### config.mk
export PLATFORM = sky130hd
export DESIGN_NAME = sw_debounce8_flat
export DESIGN_NICKNAME = d
export VERILOG_FILES = /design/src/rtl/sw_debounce8_pkg.sv /design/src/rtl/sw_debounce8_if.sv /design/src/rtl/sw_debounce8_debounce_bit.sv /design/src/rtl/sw_debounce8.sv /design/src/flat_wrapper.sv
export SDC_FILE = /design/constraint.sdc
export NUM_CORES = 1
export LEC_CHECK = 0
export CAP_MARGIN = 15
export CELL_PAD_IN_SITES_DETAIL_PLACEMENT = 1
export CELL_PAD_IN_SITES_GLOBAL_PLACEMENT = 1
export CORE_MARGIN = 2
export CORE_UTILIZATION = 31
export DETAILED_ROUTE_END_ITERATION = 8
export PLACE_DENSITY_LB_ADDON = 0.3
export SLEW_MARGIN = 30
export SYNTH_ARGS = -nofsm -noshare
export SYNTH_HDL_FRONTEND = slang
export SYNTH_SLANG_ARGS = --single-unit
### constraint.sdc
create_clock -name clk -period 1.5 [get_ports clk]
set_input_delay 0.225 -clock clk [delete_from_list [all_inputs] [get_ports clk]]
set_output_delay 0.225 -clock clk [all_outputs]
set_load 0.01 [all_outputs]
### src/rtl/sw_debounce8_pkg.sv
// Shared constants and types for the switch debounce front end of the
// 8-to-3 priority encoder.
package sw_pkg;

  localparam int NUM_SW            = 8;
  localparam int STABLE_CYCLES_DEF = 4;
  // Board setting: 10 ms at 50 MHz.
  localparam int DEBOUNCE_10MS     = 500000;

  typedef logic [NUM_SW-1:0] sw_vec_t;

endpackage

### src/rtl/sw_debounce8_if.sv
// Signal bundle between the debounce stage and its neighbours.
// Optional macro SW_DEBOUNCE8_EDGE_EN adds the per-bit rise/fall strobes.
interface sw_debounce8_if;
  import sw_pkg::*;

  sw_vec_t sw_raw;   // asynchronous switch levels
  sw_vec_t x_db;     // debounced vector, feeds encoder x
  logic    any_on;   // |x_db, registered with x_db
  logic    changed;  // one-cycle pulse when x_db takes a new value
  logic    busy;     // some bit is mid-debounce

`ifdef SW_DEBOUNCE8_EDGE_EN
  sw_vec_t rise;
  sw_vec_t fall;

  modport master (output sw_raw, input x_db, any_on, changed, busy, rise, fall);
  modport slave  (input sw_raw, output x_db, any_on, changed, busy, rise, fall);
`else
  modport master (output sw_raw, input x_db, any_on, changed, busy);
  modport slave  (input sw_raw, output x_db, any_on, changed, busy);
`endif

endinterface

### src/rtl/sw_debounce8_debounce_bit.sv
// Single-bit conditioner: two-flop synchroniser, disagreement counter and
// debounced output flop. The counter runs only while the synchronised level
// disagrees with the debounced level and the new level is accepted after
// STABLE_CYCLES consecutive disagreeing edges.
module debounce_bit #(
  parameter int STABLE_CYCLES = 4
) (
  input  logic clk,
  input  logic rst,
  input  logic i_raw,
  output logic o_db,
  output logic o_db_next,
  output logic o_busy
);

  localparam int             CNT_W   = $clog2(STABLE_CYCLES);
  localparam logic [CNT_W-1:0] CNT_MAX = CNT_W'(STABLE_CYCLES - 1);

  logic             r_s1;
  logic             r_s2;
  logic             r_db;
  logic [CNT_W-1:0] r_cnt;
  logic [CNT_W-1:0] w_cnt_next;
  logic             w_db_next;

  // Next counter / debounced value from the synchronised sample.
  always_comb begin
    // NOTE: every output of this block gets a default first so no path leaves
    // it unassigned; otherwise synthesis infers a latch.
    w_cnt_next = r_cnt;
    w_db_next  = r_db;
    if (r_s2 == r_db) begin
      w_cnt_next = '0;
    end else if (r_cnt == CNT_MAX) begin
      w_db_next  = r_s2;
      w_cnt_next = '0;
    end else begin
      w_cnt_next = r_cnt + CNT_W'(1);
    end
  end

  // Synchroniser, counter and output flop with synchronous clear.
  always_ff @(posedge clk) begin
    // NOTE: non-blocking assignments so every flop samples the pre-edge value
    // of its neighbour; blocking here would collapse the synchroniser.
    if (rst) begin
      r_s1  <= 1'b0;
      r_s2  <= 1'b0;
      r_cnt <= '0;
      r_db  <= 1'b0;
    end else begin
      r_s1  <= i_raw;
      r_s2  <= r_s1;
      r_cnt <= w_cnt_next;
      r_db  <= w_db_next;
    end
  end

  assign o_db      = r_db;
  assign o_db_next = w_db_next;
  assign o_busy    = (r_cnt != '0);

endmodule

### src/rtl/sw_debounce8.sv
// Eight-switch debounce stage ahead of the 8-to-3 priority encoder.
// Each bit is conditioned independently by debounce_bit; this level adds the
// change strobe, any_on and busy. Defining SW_DEBOUNCE8_EDGE_EN adds the
// registered per-bit rise/fall strobes on the interface.
module sw_debounce8
  import sw_pkg::*;
#(
  parameter int STABLE_CYCLES = STABLE_CYCLES_DEF
) (
  input  logic           clk,
  input  logic           rst,
  sw_debounce8_if.slave  bus
);

  sw_vec_t w_db;
  sw_vec_t w_db_next;
  sw_vec_t w_busy;
  sw_vec_t w_diff;
  logic    r_any_on;
  logic    r_changed;

  for (genvar i = 0; i < NUM_SW; i++) begin : g_bit
    debounce_bit #(
      .STABLE_CYCLES (STABLE_CYCLES)
    ) u_bit (
      .clk       (clk),
      .rst       (rst),
      .i_raw     (bus.sw_raw[i]),
      .o_db      (w_db[i]),
      .o_db_next (w_db_next[i]),
      .o_busy    (w_busy[i])
    );
  end

  // Bits that will flip on the coming edge.
  assign w_diff = w_db_next ^ w_db;

`ifdef SW_DEBOUNCE8_EDGE_EN
  sw_vec_t r_rise;
  sw_vec_t r_fall;

  // Status and edge strobes registered on the same edge x_db updates.
  always_ff @(posedge clk) begin
    if (rst) begin
      r_any_on  <= 1'b0;
      r_changed <= 1'b0;
      r_rise    <= '0;
      r_fall    <= '0;
    end else begin
      r_any_on  <= |w_db_next;
      r_changed <= |w_diff;
      r_rise    <= w_diff & w_db_next;
      r_fall    <= w_diff & w_db;
    end
  end

  assign bus.rise = r_rise;
  assign bus.fall = r_fall;
`else
  // Status registered on the same edge x_db updates.
  always_ff @(posedge clk) begin
    if (rst) begin
      r_any_on  <= 1'b0;
      r_changed <= 1'b0;
    end else begin
      r_any_on  <= |w_db_next;
      r_changed <= |w_diff;
    end
  end
`endif

  assign bus.x_db    = w_db;
  assign bus.any_on  = r_any_on;
  assign bus.changed = r_changed;
  assign bus.busy    = |w_busy;

endmodule
### src/flat_wrapper.sv
// flat-port wrapper written by rule: the top's interface ports become plain ports
module sw_debounce8_flat import sw_pkg::*;
#(
  parameter int STABLE_CYCLES = STABLE_CYCLES_DEF
)
  (clk, rst, bus_sw_raw, bus_x_db, bus_any_on, bus_changed, bus_busy);
  sw_debounce8_if bus_i ();
  input  logic clk;
  input  logic rst;
  input wire logic [$bits(bus_i.sw_raw)-1:0] bus_sw_raw;
  output wire logic [$bits(bus_i.x_db)-1:0] bus_x_db;
  output wire logic [$bits(bus_i.any_on)-1:0] bus_any_on;
  output wire logic [$bits(bus_i.changed)-1:0] bus_changed;
  output wire logic [$bits(bus_i.busy)-1:0] bus_busy;
  assign bus_i.sw_raw = bus_sw_raw;
  assign bus_x_db = bus_i.x_db;
  assign bus_any_on = bus_i.any_on;
  assign bus_changed = bus_i.changed;
  assign bus_busy = bus_i.busy;
  sw_debounce8 #(.STABLE_CYCLES(STABLE_CYCLES)) u_core (.clk(clk), .rst(rst), .bus(bus_i));
endmodule
### Yosys cells after proc, flatten, opt, wreduce, memory -nomap -nowiden

Cells that the tools add are included.

* register bits after elaboration: 42
* bits of input ports: 10
* output and inout port bits: 11

* add/sub/neg operators: 8
* eq/ne operators: 16
* multiplexer cells: 16
* bitwise logic cells: 1
* reductions and logical operators: 19

Operator list (number)
* 3-bit OR reduction: 8
* 8-bit OR reduction: 3
* 2-bit by 1-bit adder with 2-bit output, second input constant: 8
* 2-bit equality test, second input constant: 8
* 1-bit two-way mux: 16
* 2-bit nonzero test: 8
* 1-bit equality test: 8
* 8-bit bitwise XOR: 1

### Depth between registers and ports, before layout

* depth after elaboration: 5
* depth in mapped cells: 4

### Cells and area by module

Synthesis repeated with hierarchy kept, for this count alone.

* cell total of the unflattened synthesis: 155
* area, all modules: 1823.0 µm²

By module, submodules not included
* debounce_bit: times used 8, cells an instance 17, area an instance 207.7 µm², sequential area each 100.1 µm²
* sw_debounce8: times used 1, cells an instance 19, area an instance 161.4 µm², sequential area each 40.0 µm²

### Least setup slack after synthesis

Ideal clock, no wire load.

* path type: reg2reg
* from: register u_core.g_bit[6].u_bit.r_cnt[0]
* to: register u_core.r_changed, in the netlist u_core.bus.changed
* arrival: 1065 ps
* required time: 1375 ps
* slack: 310 ps
* cell stages (with the launch flop): 5
* period minus slack after synthesis: 1190 ps
* cell sequence: dfxtp_1 -> ha_1 -> inv_1 -> o22ai_1 -> o41a_1

* cells in the longest elaborated chain, start to end: 5

Ends and longest elaborated chain
* start: declaration: line sw_debounce8_debounce_bit.sv:22 `logic [CNT_W-1:0] r_cnt;`
* start signal: assignment: line sw_debounce8_debounce_bit.sv:54 `r_cnt <= w_cnt_next;`
* 2-bit equality test: line sw_debounce8_debounce_bit.sv:34 `end else if (r_cnt == CNT_MAX) begin`
* 1-bit two-way mux: line sw_debounce8_debounce_bit.sv:34
* 1-bit two-way mux: line sw_debounce8_debounce_bit.sv:32 `if (r_s2 == r_db) begin`
* 8-bit bitwise XOR: line sw_debounce8.sv:36 `assign w_diff = w_db_next ^ w_db;`
* 8-bit OR reduction: line sw_debounce8.sv:67 `r_changed <= |w_diff;`
* end signal: assignment: line sw_debounce8.sv:67
* end: declaration: line sw_debounce8.sv:20 `logic r_changed;`

No other way between the ends.
A chain may end at the register's enable or synchronous reset.

### Worst setup path after layout

* from: register u_core.g_bit[6].u_bit.r_cnt[1]
* to: output port bus_busy

* cells in the longest elaborated chain, start to end: 2

Ends and longest elaborated chain
* 2-bit nonzero test: line sw_debounce8_debounce_bit.sv:61 `assign o_busy = (r_cnt != '0);`
* 8-bit OR reduction: line sw_debounce8.sv:75 `assign bus.busy = |w_busy;`
* end: declaration: line flat_wrapper.sv:14 `output wire logic [$bits(bus_i.busy)-1:0] bus_busy;`

No other way between the ends.

==> impl_metrics.csv <==
group,metric,value,unit
outcome,status,"complete, but fails checks",
outcome,violations,"negative setup slack",
power_and_ir_drop,comb_power_share,6.3,%
global_route,grt_pass1_wl,5.727,mm
clocking,path_clk_slew,0.08,ns
timing,worstMarginPinSlew,0.3276,ns
cells_and_area,final_common_cell,"dfxtp_1",
timing,finalHoldViolations,0,
timing,rsz0062_at_grt,"true",
synthesis,ys_types,16,
route,ant_nets,0,
placed_design,place.gp.congestion,0.7374,
cells_and_area,final_cell_mix,"dfxtp_1 (30), nor2b_1 (16), clkdlybuf4s50_1 (15), inv_1 (14), buf_4 (13)",
placed_design,dp_hpwl,2.437,mm
global_route,grt_start_max_net_pins,42,
floorplan,ios,21,
clocking,cts-buffers-inserted,5,
worst_setup_path,arrival,1.28,ns
clocking,clock_path_buffers,2,
timing,worst_hold_slack,0.4371,ns
power_and_ir_drop,power_leakage,0.8970,nW
worst_setup_path,cp.required,1.27,ns
worst_setup_path,path_class,"register to output port",
power_and_ir_drop,ir_drop,511.7,uV
clocking,clockRootBuffer,"clkbuf_8",
synthesis,synth_area,1685,um2
placed_design,port_buffers,20,
hold_path,min_delay_path_depth,1,
timing,period_needed,1.503,ns
floorplan,die_w,77.74,um
global_route,overflow,0,
placed_design,post_dp_cell_area,1993,um2
timing,setup_ws,-0.002922,ns
timing,fmax,665.4,MHz
floorplan,dieArea,6043,um2
route,post_drt_via_cell_ratio,4.385,
power_and_ir_drop,fin_total_pwr,2.022,mW
global_route,grt_use_total,12.24,%
cells_and_area,final_area,2246,um2
power_and_ir_drop,power_density,900.5,nW/um2
route,drcViolationCount,0,
synthesis,synth_fp_nets,188,
route,num_vias,1149,
timing,post-route-period-util,100.2,%
timing,setup_viol,1,
hold_path,min_path_type,"register to register",
cells_and_area,fill_cells,580,
route,dr.pass1.iters,4,
floorplan,initial_utilization,32.58,%
global_route,antenna_found_initial,0,
worst_setup_path,critical_path.max_fanout,2,
clocking,postCtsHoldBufs,0,
power_and_ir_drop,power.internal,1.588,mW
floorplan,dieHeight,77.74,um
cells_and_area,diodes,0,
worst_setup_path,crit_path_end_kind,"output port",
clocking,clock_sinks,42,
cells_and_area,synthToLayoutAreaGrowth,33.26,%
power_and_ir_drop,power_frac_clock,36.6,%
floorplan,num_rows,26,
synthesis,ys_seq_elements,42,
worst_setup_path,reg2reg_depth,5,
cells_and_area,nets,217,
route,drt_iter0_markers,52,
floorplan,core_area,5172,um2
timing,fin_worst_skew,0.005183,ns
route,wl_per_cell,12.82,um
cells_and_area,area.sequential,855.8,um2
timing,relSlewSlack,78.00,%
cells_and_area,drive_gt1_share,32.81,%
worst_setup_path,worstSetupStartpointType,"register",
power_and_ir_drop,seqPwrFrac,57.1,%
synthesis,ys_seq_area_share,49.89,%
synthesis,yosys_warnings,0,
flow_run,max_cap_viol_count,0,
clocking,cts_tree,"done",
clocking,cts-htree-levels,2,
synthesis,syn_inst,162,
route,finalWirelength,3.360,mm
synthesis,syn_area_per_cell,10.40,um2
power_and_ir_drop,switching_share,21.49,%
clocking,clkLatencyLatePin,0.29,ns
global_route,first_global_vias,1274,
cells_and_area,multi_input_area,788.3,um2
power_and_ir_drop,switchingPower,434.7,uW
timing,drv_slew,0,
==> cells in the mapped netlist <==
cell      count  area share (%)
inv_1        25             5.6
nor4b_1       8             4.2
nor2b_1      16             5.9
clkbuf_1      4            0.89
mux2i_1       8             4.8
o41a_1        1            0.67
ha_1         16              12
nor4_1        8             3.0
buf_4         8             3.6
xnor2_1       8             4.2
dfxtp_1      42              50
nor2_1        8             1.8
o21a_1        1            0.45
o22ai_1       4             1.5
nand4_1       4             1.5
or2_2         1            0.37
==> worst paths after layout <==
check,to,slack (ns),start
setup / recovery,bus_busy,-0.003,u_core.g_bit[6].u_bit.r_cnt[1]
hold / removal,u_core.g_bit[0].u_bit.r_s2,0.44,u_core.g_bit[0].u_bit.r_s1
hold reg to reg,u_core.g_bit[0].u_bit.r_s2,0.44,u_core.g_bit[0].u_bit.r_s1
setup reg to reg,u_core.bus.changed,0.08,u_core.g_bit[6].u_bit.r_cnt[0]
==> power groups by stage <==
stage / Sequential (mW) / Combinational (mW) / Clock, mW
after CTS: 1.15 / 0.130 / 0.769
final: 1.16 / 0.127 / 0.740
after global routing: 1.16 / 0.143 / 0.814
after global placement: 1.18 / 0.114 / 0
after floorplan: 1.18 / 0.0570 / 0
after detailed placement: 1.18 / 0.119 / 0
==> worst max-delay path, stage by stage, from the launching register on <==
cell and delay (ns):
dfxtp_2 0.33, inv_2 0.06, ha_4 0.13, nand4_1 0.10, or2_4 0.25, buf_6 0.12
==> stage by stage <==
step                        TNS, ns  std cells  setup WS (ns)  util, %
after floorplan                   0        162         0.3103        -
after global placement      -0.1305        251        -0.1305    38.53
after detailed placement    -0.1445        251        -0.1445    38.53
after CTS                  -0.01804        262       -0.01804    42.53
after global routing       -0.08658        262       -0.08658    43.42
final                     -0.002922        262      -0.002922    43.42
==> flip-flops by register name (all words and copies together) (netlist names) <==
name                      count
u_core.g_bit.u_bit.r_cnt     16
u_core.bus.any_on             1
u_core.g_bit.u_bit.r_s2       8
u_core.g_bit.u_bit.r_s1       8
u_core.bus.changed            1
u_core.g_bit.u_bit.o_db       8
==> routing by layer <==
layer	vias up	global-route usage, %	part of all wire (%)
met1	543	13.63	44
met5	-	0	0
met4	0	5.357	1.7
met2	17	21.90	51
li1	581	-	-
met3	8	3.023	2.8
==> logic make-up (layout without fill, tap and decap cells) <==
kind of cell | after synthesis | in the layout | synth area share (%)
muxes | 8 | 8 | 4.751
adders and majority gates | 16 | 16 | 11.88
and+or+nand+nor | 45 | 45 | 16.70
xor gates and xnor gates | 8 | 8 | 4.158
AOI/OAI and AO/OA | 6 | 6 | 2.598
DFF | 42 | 42 | 49.89
buffers and inverters | 37 | 67 | 10.02
==> final cells by class <==
type                       count  share of cell area (%)
tap                           70                   3.900
timing repair buffer          34                   14.65
sequential                    42                   38.11
multi-input combinational     83                   35.10
clock buffer                   7                   3.844
inverter                      25                   4.178
clock inverter                 1                  0.2228
==> repair_timing <==
action                     in CTS  in global routing
gates resized for setup        40                 16
setup buffers                   3                  0
gates cloned                    0                  0
pin swaps                       9                  1
setup endpoints to repair       1                  4
Note: power is estimated with default switching activity, not from simulation.
